--- src/rtl/health_tracker_pkg.sv ---
// Shared fighter definitions: health width, damage width, default full health
// and the 2-bit fighter state encoding also decoded by the HUD.
package health_tracker_pkg;

  localparam int HEALTH_W            = 9;
  localparam int DAMAGE_W            = 8;
  localparam int FULL_HEALTH_DEFAULT = 200;

  typedef enum logic [1:0] {
    ST_IDLE   = 2'd0,
    ST_ALIVE  = 2'd1,
    ST_INVULN = 2'd2,
    ST_KO     = 2'd3
  } state_t;

endpackage

--- src/rtl/health_tracker_damage_scaler.sv ---
// Converts a raw hit into effective damage, applying the blocking reduction
// while guaranteeing at least 1 point of chip damage for any non-zero hit.
module damage_scaler
  import health_tracker_pkg::*;
#(
  parameter int BLOCK_SHIFT = 2
) (
  input  logic [DAMAGE_W-1:0] hit_damage,
  input  logic                hit_blocked,
  output logic [DAMAGE_W-1:0] eff
);

  logic [DAMAGE_W-1:0] shifted;

  assign shifted = hit_damage >> BLOCK_SHIFT;

  always_comb begin
    eff = hit_damage;
    if (hit_blocked) begin
      eff = ((shifted == '0) && (hit_damage != '0)) ? DAMAGE_W'(1) : shifted;
    end
  end

endmodule

--- src/rtl/health_tracker.sv ---
// One fighter's hit points: accepts hit requests, scales them for blocking,
// applies i-frames after damaging hits and reports KO to the HUD.
module health_tracker
  import health_tracker_pkg::*;
#(
  parameter int FULL_HEALTH  = FULL_HEALTH_DEFAULT,
  parameter int BLOCK_SHIFT  = 2,
  parameter int INVULN_TICKS = 30,
  parameter int CNT_W        = 5
) (
  input  logic                clk,
  input  logic                rst_n,
  input  logic                round_start,
  input  logic                tick,
  input  logic                hit_valid,
  input  logic [DAMAGE_W-1:0] hit_damage,
  input  logic                hit_blocked,
  output logic                hit_ready,
  output logic [HEALTH_W-1:0] curr_health,
  output logic                alive,
  output logic                invuln,
  output logic                ko_pulse,
  output logic [7:0]          hits_taken
);

  localparam logic [HEALTH_W-1:0] FULL_LOAD   = HEALTH_W'(FULL_HEALTH);
  localparam logic [CNT_W-1:0]    INVULN_LOAD = CNT_W'(INVULN_TICKS);

  state_t              state_reg, state_next;
  logic [HEALTH_W-1:0] health_reg, health_next;
  logic [7:0]          hits_reg, hits_next;
  logic [CNT_W-1:0]    cnt_reg, cnt_next;
  logic                ko_reg, ko_next;
  logic [DAMAGE_W-1:0] eff;
  logic [HEALTH_W-1:0] eff_ext;
  logic                accept;

  damage_scaler #(
    .BLOCK_SHIFT (BLOCK_SHIFT)
  ) u_scaler (
    .hit_damage  (hit_damage),
    .hit_blocked (hit_blocked),
    .eff         (eff)
  );

  assign eff_ext   = HEALTH_W'(eff);
  assign hit_ready = ((state_reg == ST_ALIVE) || (state_reg == ST_INVULN)) && !round_start;
  assign accept    = hit_valid && hit_ready;

  always_ff @(posedge clk or negedge rst_n) begin
    if (!rst_n) begin
      state_reg  <= ST_IDLE;
      health_reg <= '0;
      hits_reg   <= '0;
      cnt_reg    <= '0;
      ko_reg     <= 1'b0;
    end else begin
      state_reg  <= state_next;
      health_reg <= health_next;
      hits_reg   <= hits_next;
      cnt_reg    <= cnt_next;
      ko_reg     <= ko_next;
    end
  end

  always_comb begin
    state_next  = state_reg;
    health_next = health_reg;
    hits_next   = hits_reg;
    cnt_next    = cnt_reg;
    ko_next     = 1'b0;
    if (round_start) begin
      state_next  = ST_ALIVE;
      health_next = FULL_LOAD;
      hits_next   = '0;
      cnt_next    = '0;
    end else begin
      case (state_reg)
        ST_ALIVE: begin
          if (accept && (eff != '0)) begin
            hits_next = (hits_reg == 8'hFF) ? hits_reg : hits_reg + 8'd1;
            if (eff_ext >= health_reg) begin
              health_next = '0;
              state_next  = ST_KO;
              ko_next     = 1'b1;
            end else begin
              health_next = health_reg - eff_ext;
              if (INVULN_TICKS != 0) begin
                state_next = ST_INVULN;
                cnt_next   = INVULN_LOAD;
              end
            end
          end
        end
        // Hits accepted here are swallowed, including on the edge that ends i-frames.
        ST_INVULN: begin
          if (tick) begin
            if (cnt_reg <= CNT_W'(1)) begin
              cnt_next   = '0;
              state_next = ST_ALIVE;
            end else begin
              cnt_next = cnt_reg - CNT_W'(1);
            end
          end
        end
        default: ;
      endcase
    end
  end

  assign curr_health = health_reg;
  assign hits_taken  = hits_reg;
  assign ko_pulse    = ko_reg;
  assign alive       = (state_reg == ST_ALIVE) || (state_reg == ST_INVULN);
  assign invuln      = (state_reg == ST_INVULN);

endmodule

--- config.mk ---
export PLATFORM = sky130hd
export DESIGN_NAME = health_tracker
export DESIGN_NICKNAME = d
export VERILOG_FILES = /design/src/rtl/health_tracker_pkg.sv /design/src/rtl/health_tracker_damage_scaler.sv /design/src/rtl/health_tracker.sv
export SDC_FILE = /design/constraint.sdc
export NUM_CORES = 1
export LEC_CHECK = 0
export ABC_AREA = 1
export BUFFER_PORTS_ARGS = -buffer_cell sky130_fd_sc_hd__buf_2
export CORE_MARGIN = 5
export CORE_UTILIZATION = 35
export CTS_BUF_LIST = sky130_fd_sc_hd__clkbuf_2
export DETAILED_ROUTE_END_ITERATION = 7
export PLACE_DENSITY_LB_ADDON = 0.2
export SETUP_SLACK_MARGIN = 0.4
export SLEW_MARGIN = 15
export SYNTH_ARGS = -nofsm -noshare
export SYNTH_HDL_FRONTEND = slang
export SYNTH_SLANG_ARGS = --single-unit
--- constraint.sdc ---
create_clock -name clk -period 2.2 [get_ports clk]
set_input_delay 0.66 -clock clk [delete_from_list [all_inputs] [get_ports clk]]
set_output_delay 0.66 -clock clk [all_outputs]
set_load 0.01 [all_outputs]
==> results.cfg <==
[setup_path]
r2r-end = cnt_reg[4]
slowest_stage = fa_2
end_kind = flop
reg2regPathDepth = 9
timing.rr.start = curr_health[5]
required_ps = 2550
crit_family = simple AND/OR/NAND/NOR gates
path_cells = buf_6, nor2_4, nand3_2, nand4_1, nand3_1, o21ai_1, inv_1, ha_2, fa_2, nand3b_1, nand3_2, nand2_2, o21ai_2, xor2_1, nand2_1, nand2_1
slowest_delay_ps = 330
crit_arrival_ps = 2480
start_kind = input port
path_class = in2reg
cp_max_fo = 2
ff2ff_setup_slack_ps = 330
cp_num_buf_inv = 2

[final_layout]
layout.cells.non_filler = 424
area_growth_pct = 48.4
final_area_sq_um = 2880
mostFrequentLayoutCells = nand2_1 (58), buf_4 (45), inv_1 (29)
diodes = 0
layout.nets = 379
largest_reg_flops = 9
final_util_pct = 53.0
drive_above_1_share_pct = 44.3
fillerInstances = 526
final_common_cell = nand2_1

[timing]
period_minus_slack_ps = 2130
finClkSkew_ps = 18.5
rsz0062_at_grt = true
setup_violations = 0
tightest_slew_ps = 601
max-slew-margin-rel_pct = 59.9
hold_slack_ps = 233
fin_setup_tns_ps = 0
timing.final.crit_share_pct = 96.8
timing.final.ws_setup_ps = 69.5
hold_viol = 0
maxSlewViolCount = 0
fmax_ghz = 0.469

[cts]
insertion_delay_ps = 370
holdBufCountCts = 0
root_buffer = clkbuf_2
cts_tree = yes
cts_buffers = 3
cts.sinks = 25
cts.clk_slew.worst_paths_ps = 280
cts_max_path_buffers = 2
h-tree-depth = 1

[die]
start_util_pct = 35.7
die_w_um = 84.5
io_pins = 35
row_count = 27
dieArea_sq_um = 7140
coreArea_sq_um = 5440
die_h_um = 84.5

[synthesis]
synth_top_area_share_pct = 32.2
syn_area_per_cell_sq_um = 7.30
ys_ff_latch = 25
synth_fp_nets = 292
synth_warnings = 0
ys_seq_area_share_pct = 32.2
syn_inst = 266
synth_top_area_cell = dfrtp_1
syn_area_sq_um = 1940
ys_top_cells_by_area = dfrtp_1 (32%), nand2_1 (13%), inv_1 (7.5%)
ys_types = 31

[routing]
drtPass1Iterations = 4
wl_per_cell_um = 13.0
viasPerCell = 4.77
postRouteAntennaNets = 0
vias = 2022
drt_iter0_drc = 82
drt-total-wl_mm = 5.51
drc = 0

[status]
status = complete, no violations

[grt]
antenna_found_initial = 0
overflow = 0
grt_max_degree = 26
grt_use_total_pct = 16.1
grt_pass1_vias = 2053
grt_pass1_wl_mm = 9.56

[place]
placed_cells = 405
place_ws_ps = -434
placed_area_sq_um = 2480
dp_hpwl_mm = 4.17
globalplace.congestion = 0.813
portBuffers = 34

[flow_run]
drv_cap = 0

[pwr]
p_total_mw = 2.70
power_density_nw_per_um2 = 935
p_leak_nw = 1.43
irDropWorstVdd_mv = 0.475

[hold_path]
hp-class = in2async
[Yosys cell counts]
cell and instances:
nand3_2 3, a211oi_1 1, xnor2_1 4, o21bai_1 2, nor2_4 2, a21oi_1 7
dfrtp_1 25, a21o_1 2, o211ai_2 1, inv_2 1, xor2_1 9, o21ai_0 17
o21ai_1 2, nor2_2 2, nand3_1 21, nand3b_1 2, o21ai_2 1, nand2_2 6
ha_1 11, inv_1 39, nor2_1 18, fa_1 1, o31ai_1 6, a31oi_1 1
nand3_4 1, nor3_1 7, clkbuf_1 1, nand2_1 67, buf_6 1, nand4_1 2
nand2_4 3
[where the power goes]
part	leakage, nW	internal, mW	switching [mW]
sequential	0.320	0.575	0.130
clock	0.0126	0.0421	0.158
combinational	1.10	0.859	0.933
total	1.43	1.48	1.22
[repair_timing]
item	in CTS	in global routing
cloned	0	0
endpoints found under the setup margin	21	29
gates resized for setup	42	27
setup buffers	10	5
pin swaps	19	11
[per-layer routing]
layer	up-vias	global-route usage (%)	share of wire [%]
li1	1037	-	-
met1	954	21.2	46
met2	29	28.7	51
met3	2	1.57	2.2
met4	0	3.02	0.51
met5	-	0	0
[cells by family (layout without fill, tap and decap cells)]
logic type,count (synthesis),after routing,share of synthesized area [%]
fa+ha+maj,12,12,8.11
flops,25,25,32.2
xor+xnor,13,13,5.86
buf+inv,42,128,8.50
simple gates,134,134,33.0
compound gates,40,40,12.4
[how the worst max path moves through the flow]
| stage | start | end | slack [ps] | cells after the start |
|---|---|---|---|---|
| after floorplan | hit_damage[0] | curr_health[6] | -150 | 15 |
| after global placement | hit_damage[0] | curr_health[6] | -370 | 16 |
| after CTS | hit_damage[0] | curr_health[6] | 100 | 16 |
| after detailed placement | hit_damage[0] | curr_health[6] | -430 | 16 |
| after global routing | hit_damage[0] | curr_health[6] | -60 | 16 |
| final | hit_damage[0] | curr_health[6] | 70 | 16 |
[cell type report]
class	count	area, sq um	share of cell area [%]
Clock buffer	3	15.0	0.521
Clock inverter	1	7.51	0.260
Inverter	40	155	5.38
Multi-Input combinational cell	199	1390	48.2
Sequential cell	25	626	21.7
Tap cell	72	90.1	3.12
Timing Repair Buffer	84	602	20.9
Note: power is estimated with default switching activity, not from simulation.
